[src/rtl/vga_sync_640_480_pkg.sv]
// Shared VGA timing definitions: 640x480@60 defaults, derived totals and sync
// windows, plus small helpers reused by other display modes.
package vga_sync_640_480_pkg;

  localparam int unsigned VGA_H_VISIBLE = 640;
  localparam int unsigned VGA_H_FRONT   = 16;
  localparam int unsigned VGA_H_SYNC    = 96;
  localparam int unsigned VGA_H_BACK    = 48;
  localparam int unsigned VGA_V_VISIBLE = 480;
  localparam int unsigned VGA_V_FRONT   = 10;
  localparam int unsigned VGA_V_SYNC    = 2;
  localparam int unsigned VGA_V_BACK    = 33;

  localparam int unsigned VGA_H_TOTAL    = VGA_H_VISIBLE + VGA_H_FRONT + VGA_H_SYNC + VGA_H_BACK;
  localparam int unsigned VGA_V_TOTAL    = VGA_V_VISIBLE + VGA_V_FRONT + VGA_V_SYNC + VGA_V_BACK;
  localparam int unsigned VGA_HS_START   = VGA_H_VISIBLE + VGA_H_FRONT;
  localparam int unsigned VGA_HS_END     = VGA_HS_START + VGA_H_SYNC;
  localparam int unsigned VGA_VS_START   = VGA_V_VISIBLE + VGA_V_FRONT;
  localparam int unsigned VGA_VS_END     = VGA_VS_START + VGA_V_SYNC;

  localparam int unsigned CNT_W = 10;

  function automatic int unsigned mode_total(int unsigned vis, int unsigned fp,
                                             int unsigned sw, int unsigned bp);
    return vis + fp + sw + bp;
  endfunction

  // Half-open window test [lo, hi) on a counter value.
  function automatic logic in_window(logic [CNT_W-1:0] c, logic [CNT_W-1:0] lo,
                                     logic [CNT_W-1:0] hi);
    return (c >= lo) && (c < hi);
  endfunction

endpackage

[src/rtl/vga_sync_640_480_if.sv]
// Timing-source bundle: strobe/clear in, sync levels, enables and indices out.
interface vga_sync_640_480_if;
  logic       i_sclr;
  logic       i_px_clk;
  logic       o_hsync;
  logic       o_vsync;
  logic       o_haddr_en;
  logic       o_vaddr_en;
  logic [9:0] o_hidx;
  logic [8:0] o_vidx;
  logic       o_frame_start;

  modport master (
    output i_sclr, i_px_clk,
    input  o_hsync, o_vsync, o_haddr_en, o_vaddr_en, o_hidx, o_vidx, o_frame_start
  );

  modport slave (
    input  i_sclr, i_px_clk,
    output o_hsync, o_vsync, o_haddr_en, o_vaddr_en, o_hidx, o_vidx, o_frame_start
  );
endinterface

[src/rtl/vga_sync_640_480_counter.sv]
// Modulo-N counter with enable and synchronous clear; wrap flags the enabled
// cycle on which the count rolls over from N-1 to 0.
module vga_sync_640_480_counter #(
  parameter int unsigned N = 800,
  parameter int unsigned W = 10
) (
  input  logic         clk,
  input  logic         rst_n,
  input  logic         sclr,
  input  logic         en,
  output logic [W-1:0] cnt,
  output logic         wrap
);

  localparam logic [W-1:0] LAST = W'(N - 1);

  assign wrap = en && (cnt == LAST);

  always_ff @(posedge clk or negedge rst_n) begin
    if (!rst_n) begin
      cnt <= '0;
    end else if (sclr) begin
      cnt <= '0;
    end else if (en) begin
      cnt <= wrap ? '0 : cnt + 1'b1;
    end
  end

endmodule

[src/rtl/vga_sync_640_480.sv]
// VGA timing source: strobe-driven h/v counters decoded into sync levels,
// visible-area enables/indices and a frame-start pulse.
module vga_sync_640_480
  import vga_sync_640_480_pkg::*;
#(
  parameter int unsigned H_VISIBLE = VGA_H_VISIBLE,
  parameter int unsigned H_FRONT   = VGA_H_FRONT,
  parameter int unsigned H_SYNC    = VGA_H_SYNC,
  parameter int unsigned H_BACK    = VGA_H_BACK,
  parameter int unsigned V_VISIBLE = VGA_V_VISIBLE,
  parameter int unsigned V_FRONT   = VGA_V_FRONT,
  parameter int unsigned V_SYNC    = VGA_V_SYNC,
  parameter int unsigned V_BACK    = VGA_V_BACK
) (
  input  logic                 clk,
  input  logic                 i_rst_n,
  vga_sync_640_480_if.slave    vga
);

  localparam int unsigned H_TOTAL = mode_total(H_VISIBLE, H_FRONT, H_SYNC, H_BACK);
  localparam int unsigned V_TOTAL = mode_total(V_VISIBLE, V_FRONT, V_SYNC, V_BACK);

  localparam logic [CNT_W-1:0] H_VIS_C  = CNT_W'(H_VISIBLE);
  localparam logic [CNT_W-1:0] HS_LO    = CNT_W'(H_VISIBLE + H_FRONT);
  localparam logic [CNT_W-1:0] HS_HI    = CNT_W'(H_VISIBLE + H_FRONT + H_SYNC);
  localparam logic [CNT_W-1:0] V_VIS_C  = CNT_W'(V_VISIBLE);
  localparam logic [CNT_W-1:0] VS_LO    = CNT_W'(V_VISIBLE + V_FRONT);
  localparam logic [CNT_W-1:0] VS_HI    = CNT_W'(V_VISIBLE + V_FRONT + V_SYNC);

  logic [CNT_W-1:0] hcnt;
  logic [CNT_W-1:0] vcnt;
  logic             h_wrap;
  logic             v_wrap;
  logic             v_en;
  logic             frame_start_p1;

  assign v_en = vga.i_px_clk & h_wrap;

  vga_sync_640_480_counter #(.N(H_TOTAL), .W(CNT_W)) u_hcnt (
    .clk   (clk),
    .rst_n (i_rst_n),
    .sclr  (vga.i_sclr),
    .en    (vga.i_px_clk),
    .cnt   (hcnt),
    .wrap  (h_wrap)
  );

  vga_sync_640_480_counter #(.N(V_TOTAL), .W(CNT_W)) u_vcnt (
    .clk   (clk),
    .rst_n (i_rst_n),
    .sclr  (vga.i_sclr),
    .en    (v_en),
    .cnt   (vcnt),
    .wrap  (v_wrap)
  );

  // v_wrap already implies a strobe on the last pixel of the last line.
  always_ff @(posedge clk or negedge i_rst_n) begin
    if (!i_rst_n) begin
      frame_start_p1 <= 1'b0;
    end else begin
      frame_start_p1 <= v_wrap & ~vga.i_sclr;
    end
  end

  // Zero-latency decode of the registered counters.
  always_comb begin
    vga.o_haddr_en    = (hcnt < H_VIS_C);
    vga.o_vaddr_en    = (vcnt < V_VIS_C);
    vga.o_hidx        = vga.o_haddr_en ? hcnt : '0;
    vga.o_vidx        = vga.o_vaddr_en ? vcnt[8:0] : '0;
    vga.o_hsync       = ~in_window(hcnt, HS_LO, HS_HI);
    vga.o_vsync       = ~in_window(vcnt, VS_LO, VS_HI);
    vga.o_frame_start = frame_start_p1;
  end

endmodule
[src/flat_wrapper.sv]
// flat-port wrapper written by rule: the top's interface ports become plain ports
module vga_sync_640_480_flat import vga_sync_640_480_pkg::*;
#(
  parameter int unsigned H_VISIBLE = VGA_H_VISIBLE,
  parameter int unsigned H_FRONT   = VGA_H_FRONT,
  parameter int unsigned H_SYNC    = VGA_H_SYNC,
  parameter int unsigned H_BACK    = VGA_H_BACK,
  parameter int unsigned V_VISIBLE = VGA_V_VISIBLE,
  parameter int unsigned V_FRONT   = VGA_V_FRONT,
  parameter int unsigned V_SYNC    = VGA_V_SYNC,
  parameter int unsigned V_BACK    = VGA_V_BACK
)
  (clk, i_rst_n, vga_i_sclr, vga_i_px_clk, vga_o_hsync, vga_o_vsync, vga_o_haddr_en, vga_o_vaddr_en, vga_o_hidx, vga_o_vidx, vga_o_frame_start);
  vga_sync_640_480_if vga_i ();
  input  logic clk;
  input  logic i_rst_n;
  input wire logic [$bits(vga_i.i_sclr)-1:0] vga_i_sclr;
  input wire logic [$bits(vga_i.i_px_clk)-1:0] vga_i_px_clk;
  output wire logic [$bits(vga_i.o_hsync)-1:0] vga_o_hsync;
  output wire logic [$bits(vga_i.o_vsync)-1:0] vga_o_vsync;
  output wire logic [$bits(vga_i.o_haddr_en)-1:0] vga_o_haddr_en;
  output wire logic [$bits(vga_i.o_vaddr_en)-1:0] vga_o_vaddr_en;
  output wire logic [$bits(vga_i.o_hidx)-1:0] vga_o_hidx;
  output wire logic [$bits(vga_i.o_vidx)-1:0] vga_o_vidx;
  output wire logic [$bits(vga_i.o_frame_start)-1:0] vga_o_frame_start;
  assign vga_i.i_sclr = vga_i_sclr;
  assign vga_i.i_px_clk = vga_i_px_clk;
  assign vga_o_hsync = vga_i.o_hsync;
  assign vga_o_vsync = vga_i.o_vsync;
  assign vga_o_haddr_en = vga_i.o_haddr_en;
  assign vga_o_vaddr_en = vga_i.o_vaddr_en;
  assign vga_o_hidx = vga_i.o_hidx;
  assign vga_o_vidx = vga_i.o_vidx;
  assign vga_o_frame_start = vga_i.o_frame_start;
  vga_sync_640_480 #(.H_VISIBLE(H_VISIBLE), .H_FRONT(H_FRONT), .H_SYNC(H_SYNC), .H_BACK(H_BACK), .V_VISIBLE(V_VISIBLE), .V_FRONT(V_FRONT), .V_SYNC(V_SYNC), .V_BACK(V_BACK)) u_core (.clk(clk), .i_rst_n(i_rst_n), .vga(vga_i));
endmodule
[config.mk]
export PLATFORM = sky130hd
export DESIGN_NAME = vga_sync_640_480_flat
export DESIGN_NICKNAME = d
export VERILOG_FILES = /design/src/rtl/vga_sync_640_480_pkg.sv /design/src/rtl/vga_sync_640_480_if.sv /design/src/rtl/vga_sync_640_480_counter.sv /design/src/rtl/vga_sync_640_480.sv /design/src/flat_wrapper.sv
export SDC_FILE = /design/constraint.sdc
export NUM_CORES = 1
export LEC_CHECK = 0
export CAP_MARGIN = 20
export CORE_ASPECT_RATIO = 1.5
export CORE_MARGIN = 2
export CORE_UTILIZATION = 40
export DETAILED_ROUTE_END_ITERATION = 16
export GPL_TIMING_DRIVEN = 0
export HOLD_SLACK_MARGIN = 0.05
export PLACE_DENSITY = 0.69
export SLEW_MARGIN = 20
export SYNTH_ARGS = -nofsm -noshare
export SYNTH_HDL_FRONTEND = slang
export SYNTH_SLANG_ARGS = --single-unit
[constraint.sdc]
create_clock -name clk -period 4.1 [get_ports clk]
set_input_delay 0.615 -clock clk [delete_from_list [all_inputs] [get_ports clk]]
set_output_delay 0.615 -clock clk [all_outputs]
set_load 0.05 [all_outputs]
# == After elaboration in Yosys (flattened, before gate mapping) ==
# Cells that the tools add are included.
# op_classes
addsub,2
n_mul,0
n_div,0
n_lt_le_gt_ge,6
n_eq_ne,2
shifts,0
mux,8
bitwise_logic,5
n_reduce_logical,6
# ops
op,count
$mux W10,7
$add A10 B1 Y10 const B,2
$eq A10 B10 Y1 const B,2
$lt A10 B10 Y1 const B,2
$lt A10 B9 Y1 const B,2
$ge A10 B10 Y1 const B,1
$ge A10 B9 Y1 const B,1
$mux W9,1
$logic_and A1 B1 Y1,4
$reduce_bool A2 Y1,2
$not A1 Y1,3
$and A1 B1 Y1,2
# totals
register_bits,21
latchBits,0
ramBits,0
rom_bits,0
in_bits,4
output_inout_bits,24
word_cells,32
memories,0

# == Longest topological paths before layout ==
# Gate-level depths: netlist (run 1).
# logic_depth
word_depth,7
mapped_depth,6
depth_no_buf,6

# == Cells and area by module ==
# From an unflattened synthesis (run 1), not the netlist that was laid out.
# hier_totals
cells_unflattened,153
area_unflattened_um2,1457.6
# by_module_without_submodules
mod,n_inst,cells_per_inst,area_per_inst_um2,seq_area_each_um2
vga_sync_640_480_counter (u_core.u_vcnt),1,62,633.1,250.2
vga_sync_640_480_counter (u_core.u_hcnt),1,60,584.3,250.2
vga_sync_640_480,1,31,240.2,25.0

# == Least setup slack after synthesis (run 1) ==
# No wires, ideal clock.
# synth_path
path_kind,register to output
startpoint,reg u_core.u_vcnt.cnt[5]
endpoint,out vga_o_vidx[2]
arrival_ns,2.000
path_slack_ns,1.485
stages_incl_launch_ff,4
cell_sequence,dfrtp_1 -> and4_1 -> nor2_1 -> and2_1
# synth_via
elab_chain_len,2
# synth_lines
item,line_no,text
"start, declared",vga_sync_640_480_counter.sv:11,"output logic [W-1:0] cnt,"
"start signal, assigned",vga_sync_640_480_counter.sv:25,cnt <= wrap ? '0 : cnt + 1'b1;
$lt A10 B9 Y1,vga_sync_640_480.sv:69,vga.o_vaddr_en = (vcnt < V_VIS_C);
via vga_o_vaddr_en,flat_wrapper.sv:22,output wire logic [$bits(vga_i.o_vaddr_en)-1:0] vga_o_vaddr_en;
$mux W9,vga_sync_640_480.sv:71,vga.o_vidx = vga.o_vaddr_en ? vcnt[8:0] : '0;
"end, declared",flat_wrapper.sv:24,output wire logic [$bits(vga_i.o_vidx)-1:0] vga_o_vidx;
# The timed path passes the listed nets, and every way through them passes these cells.

# == Worst setup path in the final report (run 1) ==
# layout_path
startpoint,reg u_core.u_vcnt.cnt[5]
endpoint,out vga_o_vidx[4]
# layout_via
elab_chain_len,2
# layout_lines
item,line_no
$lt A10 B9 Y1,vga_sync_640_480.sv:69
$mux W9,vga_sync_640_480.sv:71
# Every way passes these cells.

==> flow_metrics.env, run 1 <==
export IMPL_outcome="complete, no violations"
export IMPL_synth_fp_nets=161
export IMPL_r2r_end="u_core.u_vcnt.cnt[8]$_DFFE_PN0P_"
export IMPL_startpoint_type="flop"
export IMPL_maxCapViolCount=0
export IMPL_syn_cell_area_um2=1360
export IMPL_path_max_fanout=9
export IMPL_via_per_inst=5.50
export IMPL_drc=0
export IMPL_grt_remaining_overflow=0
export IMPL_min_period_over_period=0.702
export IMPL_crit_chain="and4_1, nor2_1, and2_1, clkdlybuf4s50_1"
export IMPL_ys_flop_type="dfrtp_1"
export IMPL_fmax_mhz=347
export IMPL_cp_arrival_ps=2260
export IMPL_p_per_area_nw_per_um2=221
export IMPL_setup_tns_final_ps=0
export IMPL_critPathKind="flop to output pin"
export IMPL_ys_seq_area_frac=0.386
export IMPL_rsz0062_at_grt="false"
export IMPL_dp_cells=221
export IMPL_fp_dieH_um=75.5
export IMPL_htree_levels=1
export IMPL_drive_above_1_share=0.0765
export IMPL_rows=26
export IMPL_slowest_stage="clkdlybuf4s50_1"
export IMPL_skew_ps=6.71
export IMPL_ys_async_sr_fraction=1.00
export IMPL_clk_pin_slew_worst_paths_ps=80
export IMPL_crit_path_end="vga_o_vidx[4]"
export IMPL_io_buffers=26
export IMPL_drt_iter0_markers=21
export IMPL_root_buffer="clkbuf_8"
export IMPL_core_um2=3320
export IMPL_hold_viol_final=0
export IMPL_postCtsSetupRepairBufs=0
export IMPL_wirelength_mm=3.13
export IMPL_place_congestion=0.808
export IMPL_p_total_uw=379
export IMPL_dieArea_um2=3900
export IMPL_timing_rr_start="u_core.u_hcnt.cnt[1]$_DFFE_PN0P_"
export IMPL_ys_types=37
export IMPL_cts_hold_buf=0
export IMPL_synthToLayoutAreaGrowth_pct=26.0
export IMPL_grt_usage=0.177
export IMPL_cts_buffer_depth=2
export IMPL_ys_warnings_count=0
export IMPL_p_leak_nw=0.689
export IMPL_critPathMaxStageDelay_ps=800
export IMPL_ant_nets=0
export IMPL_final_util=0.517
export IMPL_final_common_cell="clkdlybuf4s50_1"
export IMPL_clk_latency_ps=260
export IMPL_max_slew_margin=0.556
export IMPL_layout_common_cells="clkdlybuf4s50_1 (25), dfrtp_1 (21), and2_1 (15)"
export IMPL_cts_buffers=3
export IMPL_place_hpwl_mm=2.37
export IMPL_insertedDiodeCount=0
export IMPL_cp_end_kind="output pin"
export IMPL_route_vias_total=1237
export IMPL_cts_sinks=21
export IMPL_min_path_type="input port to asynchronous set/reset pin"
export IMPL_setup_violations=0
export IMPL_antenna_found_initial=0
export IMPL_grt_pass1_wl_mm=5.35
export IMPL_min_period_ps=2880
export IMPL_fp_dieW_um=51.7
export IMPL_hold_ws_ps=305
export IMPL_r2r_slack_ps=2330
export IMPL_synth_edff_count=0
export IMPL_synth_cells=153
export IMPL_crit_required_ps=3480
export IMPL_grt_pass1_vias=1249
export IMPL_ff2ff_path_depth=6
export IMPL_final_cells=225
export IMPL_dr_pass1_iters=4
export IMPL_syn_avg_cell_area_um2=8.91
export IMPL_slew_violations=0
export IMPL_initial_utilization=0.411
export IMPL_cts_tree="done"
export IMPL_cts_resized=0
export IMPL_grt_max_degree=22
export IMPL_tightest_slew_ps=662
export IMPL_fin_nets=192
export IMPL_ys_ff_latch=21
export IMPL_ios=28
export IMPL_avgRoutedWirePerCell_um=13.9
export IMPL_setup_worst_path_start="u_core.u_vcnt.cnt[5]$_DFFE_PN0P_"
export IMPL_vdd_drop_max_mv=0.132
[Yosys cell counts, types with 2 or more instances]
library cell  instances  area (um^2)
or4_1                 2         15.0
or3_1                 9         56.3
o21ai_0               2         10.0
xnor2_1               3         26.3
xor2_1                4         35.0
a21oi_1              12         60.1
nor3_1                5         25.0
inv_1                 7         26.3
nor2b_1               3         18.8
buf_6                 2         22.5
and4_1                3         26.3
and3_1                2         12.5
buf_2                 3         15.0
ha_1                  4         50.1
nor2_1               10         37.5
and2_1               15         93.8
o31ai_1               2         15.0
or2_1                 2         12.5
dfrtp_1              21          526
o21ai_1               9         45.0
nand3_1               5         25.0
nand4_1               5         31.3
nand2_1               9         33.8
[where the power goes]
part	switching (mW)	internal, mW
registers	0.00231	0.209
clock network	0.0697	0.0677
logic	0.0211	0.00936
total	0.0931	0.286
[how the worst min path moves through the flow]
stage	endpoint	slack (ps)
final	u_core.u_vcnt.cnt[9]$_DFFE_PN0P_	300
after global placement	u_core.u_hcnt.cnt[0]$_DFFE_PN0P_	520
after floorplan	u_core.u_hcnt.cnt[0]$_DFFE_PN0P_	320
after CTS	u_core.u_hcnt.cnt[0]$_DFFE_PN0P_	540
after global routing	u_core.u_vcnt.cnt[9]$_DFFE_PN0P_	340
after detailed placement	u_core.u_hcnt.cnt[0]$_DFFE_PN0P_	530
[area by class of cell]
class                      instances  area [um^2]
buffer                             5         37.5
clock buffer                       3         41.3
clock inverter                     1         5.00
fill                             341         1600
inverter                           7         26.3
multi-input combinational        120          773
sequential                        21          526
tap                               42         52.6
timing repair buffer              26          255
[worst max-delay path, delay by kind of cell (launching register included)]
family | cells | cell delay, ps
buf+inv | 1 | 800
simple gates | 3 | 730
flops | 1 | 470
[per-layer routing]
metal  up-vias  wire length, um  part of all wire  track usage
met3         4              130             0.042       0.0255
met4         0               29            0.0093       0.0848
met5         -                0                 0            0
met1       595             1320              0.42        0.200
met2        35             1650              0.53        0.323
li1        603                -                 -            -
[sequential cells by signal, indices dropped and copies added (netlist names)]
register                  cells
u_core.u_hcnt.cnt            10
u_core.vga.o_frame_start      1
u_core.u_vcnt.cnt            10
[metrics by stage]
step / instance area (um^2) / worst slack [ps]
after floorplan: 1360 / 1490
after global placement: 1680 / 1550
after detailed placement: 1680 / 1480
after CTS: 1720 / 1190
after global routing: 1720 / 1020
final: 1720 / 1220
[cell families after synthesis]
family	count (synthesis)	synth area share
simple gates	80	0.359
compound gates	29	0.127
flops	21	0.386
buf+inv	12	0.0468
xor+xnor	7	0.0450
fa+ha+maj	4	0.0367
(Power assumes the default switching activity.)
==> inputs of run 2 (changes only) <==
==> constraint.sdc (replaced) <==
create_clock -name clk -period 2.9 [get_ports clk]
set_input_delay 0.435 -clock clk [delete_from_list [all_inputs] [get_ports clk]]
set_output_delay 0.435 -clock clk [all_outputs]
set_load 0.05 [all_outputs]
==> results of run 2 <==
Same layout as run 1 (identical final DEF). Status: complete, no violations.
Among the figures that moved: setup slack after placement 1480 ps -> 461 ps; setup slack after layout 1220 ps -> 202 ps; hold slack 305 ps -> 125 ps; register-to-register setup slack 2330 ps -> 1130 ps; total power 0.379 mW -> 0.536 mW; worst IR drop on VDD 0.132 mV -> 0.187 mV
==> inputs of run 3 (changes only) <==
--- a/config.mk
+++ b/config.mk
@@ -5,14 +5,14 @@
 export SDC_FILE = /design/constraint.sdc
 export NUM_CORES = 1
 export LEC_CHECK = 0
-export CAP_MARGIN = 20
+export ABC_AREA = 1
 export CORE_ASPECT_RATIO = 1.5
 export CORE_MARGIN = 2
-export CORE_UTILIZATION = 40
+export CORE_UTILIZATION = 50
 export DETAILED_ROUTE_END_ITERATION = 16
 export GPL_TIMING_DRIVEN = 0
 export HOLD_SLACK_MARGIN = 0.05
-export PLACE_DENSITY = 0.69
+export PLACE_DENSITY = 0.81
 export SLEW_MARGIN = 20
 export SYNTH_ARGS = -nofsm -noshare
 export SYNTH_HDL_FRONTEND = slang
==> flow_metrics.env, run 3 <==
export IMPL_synth_top_area_frac=0.363
export IMPL_worst_slack_ps=237
export IMPL_crit_family="buffers and inverters"
export IMPL_grt_remaining_overflow=0
export IMPL_vdd_drop_max_mv=0.264
export IMPL_cts_buffer_depth=2
export IMPL_root_buffer="clkbuf_8"
export IMPL_critPathMaxStageDelay_ps=790
export IMPL_dieArea_um2=3350
export IMPL_antenna_found_initial=0
export IMPL_synth_cells=218
export IMPL_nFillCells=278
export IMPL_synth_common_cells="nand2_1 (48), inv_1 (38), nor2_1 (36)"
export IMPL_min_path_type="flop to flop"
export IMPL_ios=28
export IMPL_ys_flop_type="dfrtp_1"
export IMPL_dp_slack_ps=482
export IMPL_cts_buffers=3
export IMPL_tightest_slew_ps=992
export IMPL_synthMuxAreaShare=0
export IMPL_clk_pin_slew_worst_paths_ps=80
export IMPL_insertedDiodeCount=0
export IMPL_grt_usage=0.220
export IMPL_wirelength_mm=3.34
export IMPL_setup_tns_final_ps=0
export IMPL_startpoint_type="flop"
export IMPL_initial_utilization=0.536
export IMPL_rows=23
export IMPL_route_vias_total=1439
export IMPL_cp_arrival_ps=2230
export IMPL_synthXorXnorAreaFrac=0.0181
export IMPL_fin_nets=258
export IMPL_io_buffers=27
export IMPL_fp_dieH_um=69.9
export IMPL_synthToLayoutAreaGrowth_pct=25.0
export IMPL_final_common_cell="nand2_1"
export IMPL_synthAdderAreaFrac=0.0345
export IMPL_p_per_area_nw_per_um2=359
export IMPL_synth_fp_nets=226
export IMPL_skew_ps=4.93
export IMPL_grt_pass1_wl_mm=5.49
export IMPL_netlist_top_cells_area="dfrtp_1 (36%), nand2_1 (12%), inv_1 (9.8%), nor2_1 (9.3%), nand3_1 (7.3%)"
export IMPL_syn_cell_area_um2=1450
export IMPL_max_slew_margin=0.337
export IMPL_drive_above_1_share=0.0723
export IMPL_synth_most_common_cell="nand2_1"
export IMPL_via_per_inst=5.03
export IMPL_synth_compound_area_frac=0.0596
export IMPL_slowest_stage="clkdlybuf4s50_1"
export IMPL_ys_types=24
export IMPL_min_period_ps=2660
export IMPL_grt_max_degree=22
export IMPL_fp_dieW_um=48.0
export IMPL_ant_nets=0
export IMPL_syn_avg_cell_area_um2=6.65
export IMPL_crit_buf_inv=3
export IMPL_place_hpwl_mm=2.58
export IMPL_min_period_over_period=0.918
export IMPL_synth_edff_count=0
export IMPL_hold_viol_final=0
export IMPL_p_leak_nw=0.911
export IMPL_maxCapViolCount=0
export IMPL_rsz0062_at_grt="false"
export IMPL_place_congestion=0.895
export IMPL_synthSimpleGateAreaFrac=0.389
export IMPL_drc=0
export IMPL_cts_hold_buf=0
export IMPL_dr_pass1_iters=4
export IMPL_layout_common_cells="nand2_1 (48), inv_1 (38), nor2_1 (36)"
export IMPL_cp_end_kind="output pin"
export IMPL_path_max_fanout=10
export IMPL_outcome="complete, no violations"
export IMPL_r2r_slack_ps=1250
export IMPL_fmax_mhz=376
export IMPL_cts_resized=0
export IMPL_grt_pass1_vias=1326
export IMPL_crit_chain="buf_4, o21ai_1, nand2_1, inv_1, clkdlybuf4s50_1"
export IMPL_ys_warnings_count=0
export IMPL_htree_levels=1
export IMPL_p_total_uw=649
export IMPL_postCtsSetupRepairBufs=0
export IMPL_cts_sinks=21
export IMPL_synth_top_family_by_area="simple AND/OR/NAND/NOR gates"
export IMPL_synth_largest_area_cell="dfrtp_1"
export IMPL_avgRoutedWirePerCell_um=11.7
export IMPL_core_um2=2710
export IMPL_ys_seq_area_frac=0.363
export IMPL_crit_required_ps=2470
export IMPL_clk_latency_ps=260
export IMPL_setup_violations=0
export IMPL_drt_iter0_markers=39
export IMPL_ys_async_sr_fraction=1.00
export IMPL_ys_ff_latch=21
export IMPL_cts_tree="done"
export IMPL_critPathKind="flop to output pin"
export IMPL_slew_violations=0
==> run 3: final timing paths <==
kind / startpoint / to / cells past startpoint
worst min-delay path: u_core.u_vcnt.cnt[4]$_DFFE_PN0P_ / u_core.u_vcnt.cnt[4]$_DFFE_PN0P_ / 2
worst max register to register: u_core.u_hcnt.cnt[1]$_DFFE_PN0P_ / u_core.u_hcnt.cnt[5]$_DFFE_PN0P_ / 9
worst min register to register: u_core.u_vcnt.cnt[4]$_DFFE_PN0P_ / u_core.u_vcnt.cnt[4]$_DFFE_PN0P_ / 2
worst max-delay path: u_core.u_hcnt.cnt[8]$_DFFE_PN0P_ / vga_o_hidx[0] / 5
max in group asynchronous: i_rst_n / u_core.u_hcnt.cnt[4]$_DFFE_PN0P_ / 1
min in group asynchronous: i_rst_n / u_core.u_hcnt.cnt[0]$_DFFE_PN0P_ / 1
==> run 3: layout make-up <==
class                   count  area (um^2)  share of cell area
multi-input cells         150          727               0.402
plain buffers               5         36.3              0.0200
repair buffers             27          270               0.149
inverters                  42          160              0.0885
flip-flops and latches     21          526               0.290
well taps                  37         46.3              0.0256
clock buffers               4         45.0              0.0249
==> run 3: stage by stage <==
step	util	hold WS, ps	cells	instance area (um^2)
floorplan	-	139	218	1450
CTS	0.669	552	286	1810
detailed placement	0.653	519	282	1770
global placement	0.653	521	282	1770
global route	0.669	583	286	1810
finish	0.669	547	286	1810
==> run 3: layer usage <==
| metal | vias to the layer above | GRT usage | share of wire |
|---|---|---|---|
| met4 | 0 | 0.111 | 0.033 |
| met3 | 11 | 0.0258 | 0.043 |
| met1 | 652 | 0.240 | 0.40 |
| met5 | - | 0 | 0 |
| li1 | 733 | - | - |
| met2 | 43 | 0.385 | 0.52 |
==> run 3: kinds of logic (layout without fill, tap and decap cells) <==
family,after synthesis,after routing
buffers and inverters,47,78
AO/OA/AOI/OAI,17,17
adder cells (fa/ha/maj),4,4
XOR/XNOR,3,3
AND/OR/NAND/NOR,126,126
flip-flops,21,21
==> run 3: report_power, final <==
group | switching (mW) | leakage, nW | total (mW) | internal [mW]
registers | 0.0160 | 0.291 | 0.320 | 0.304
clock network | 0.0969 | 0.0228 | 0.195 | 0.0980
logic | 0.0909 | 0.598 | 0.134 | 0.0433
==> run 3: worst min-delay path: stages, from the launching register on <==
cell and delay (ps):
dfrtp_1 390, nand2_1 70, nand2_1 60
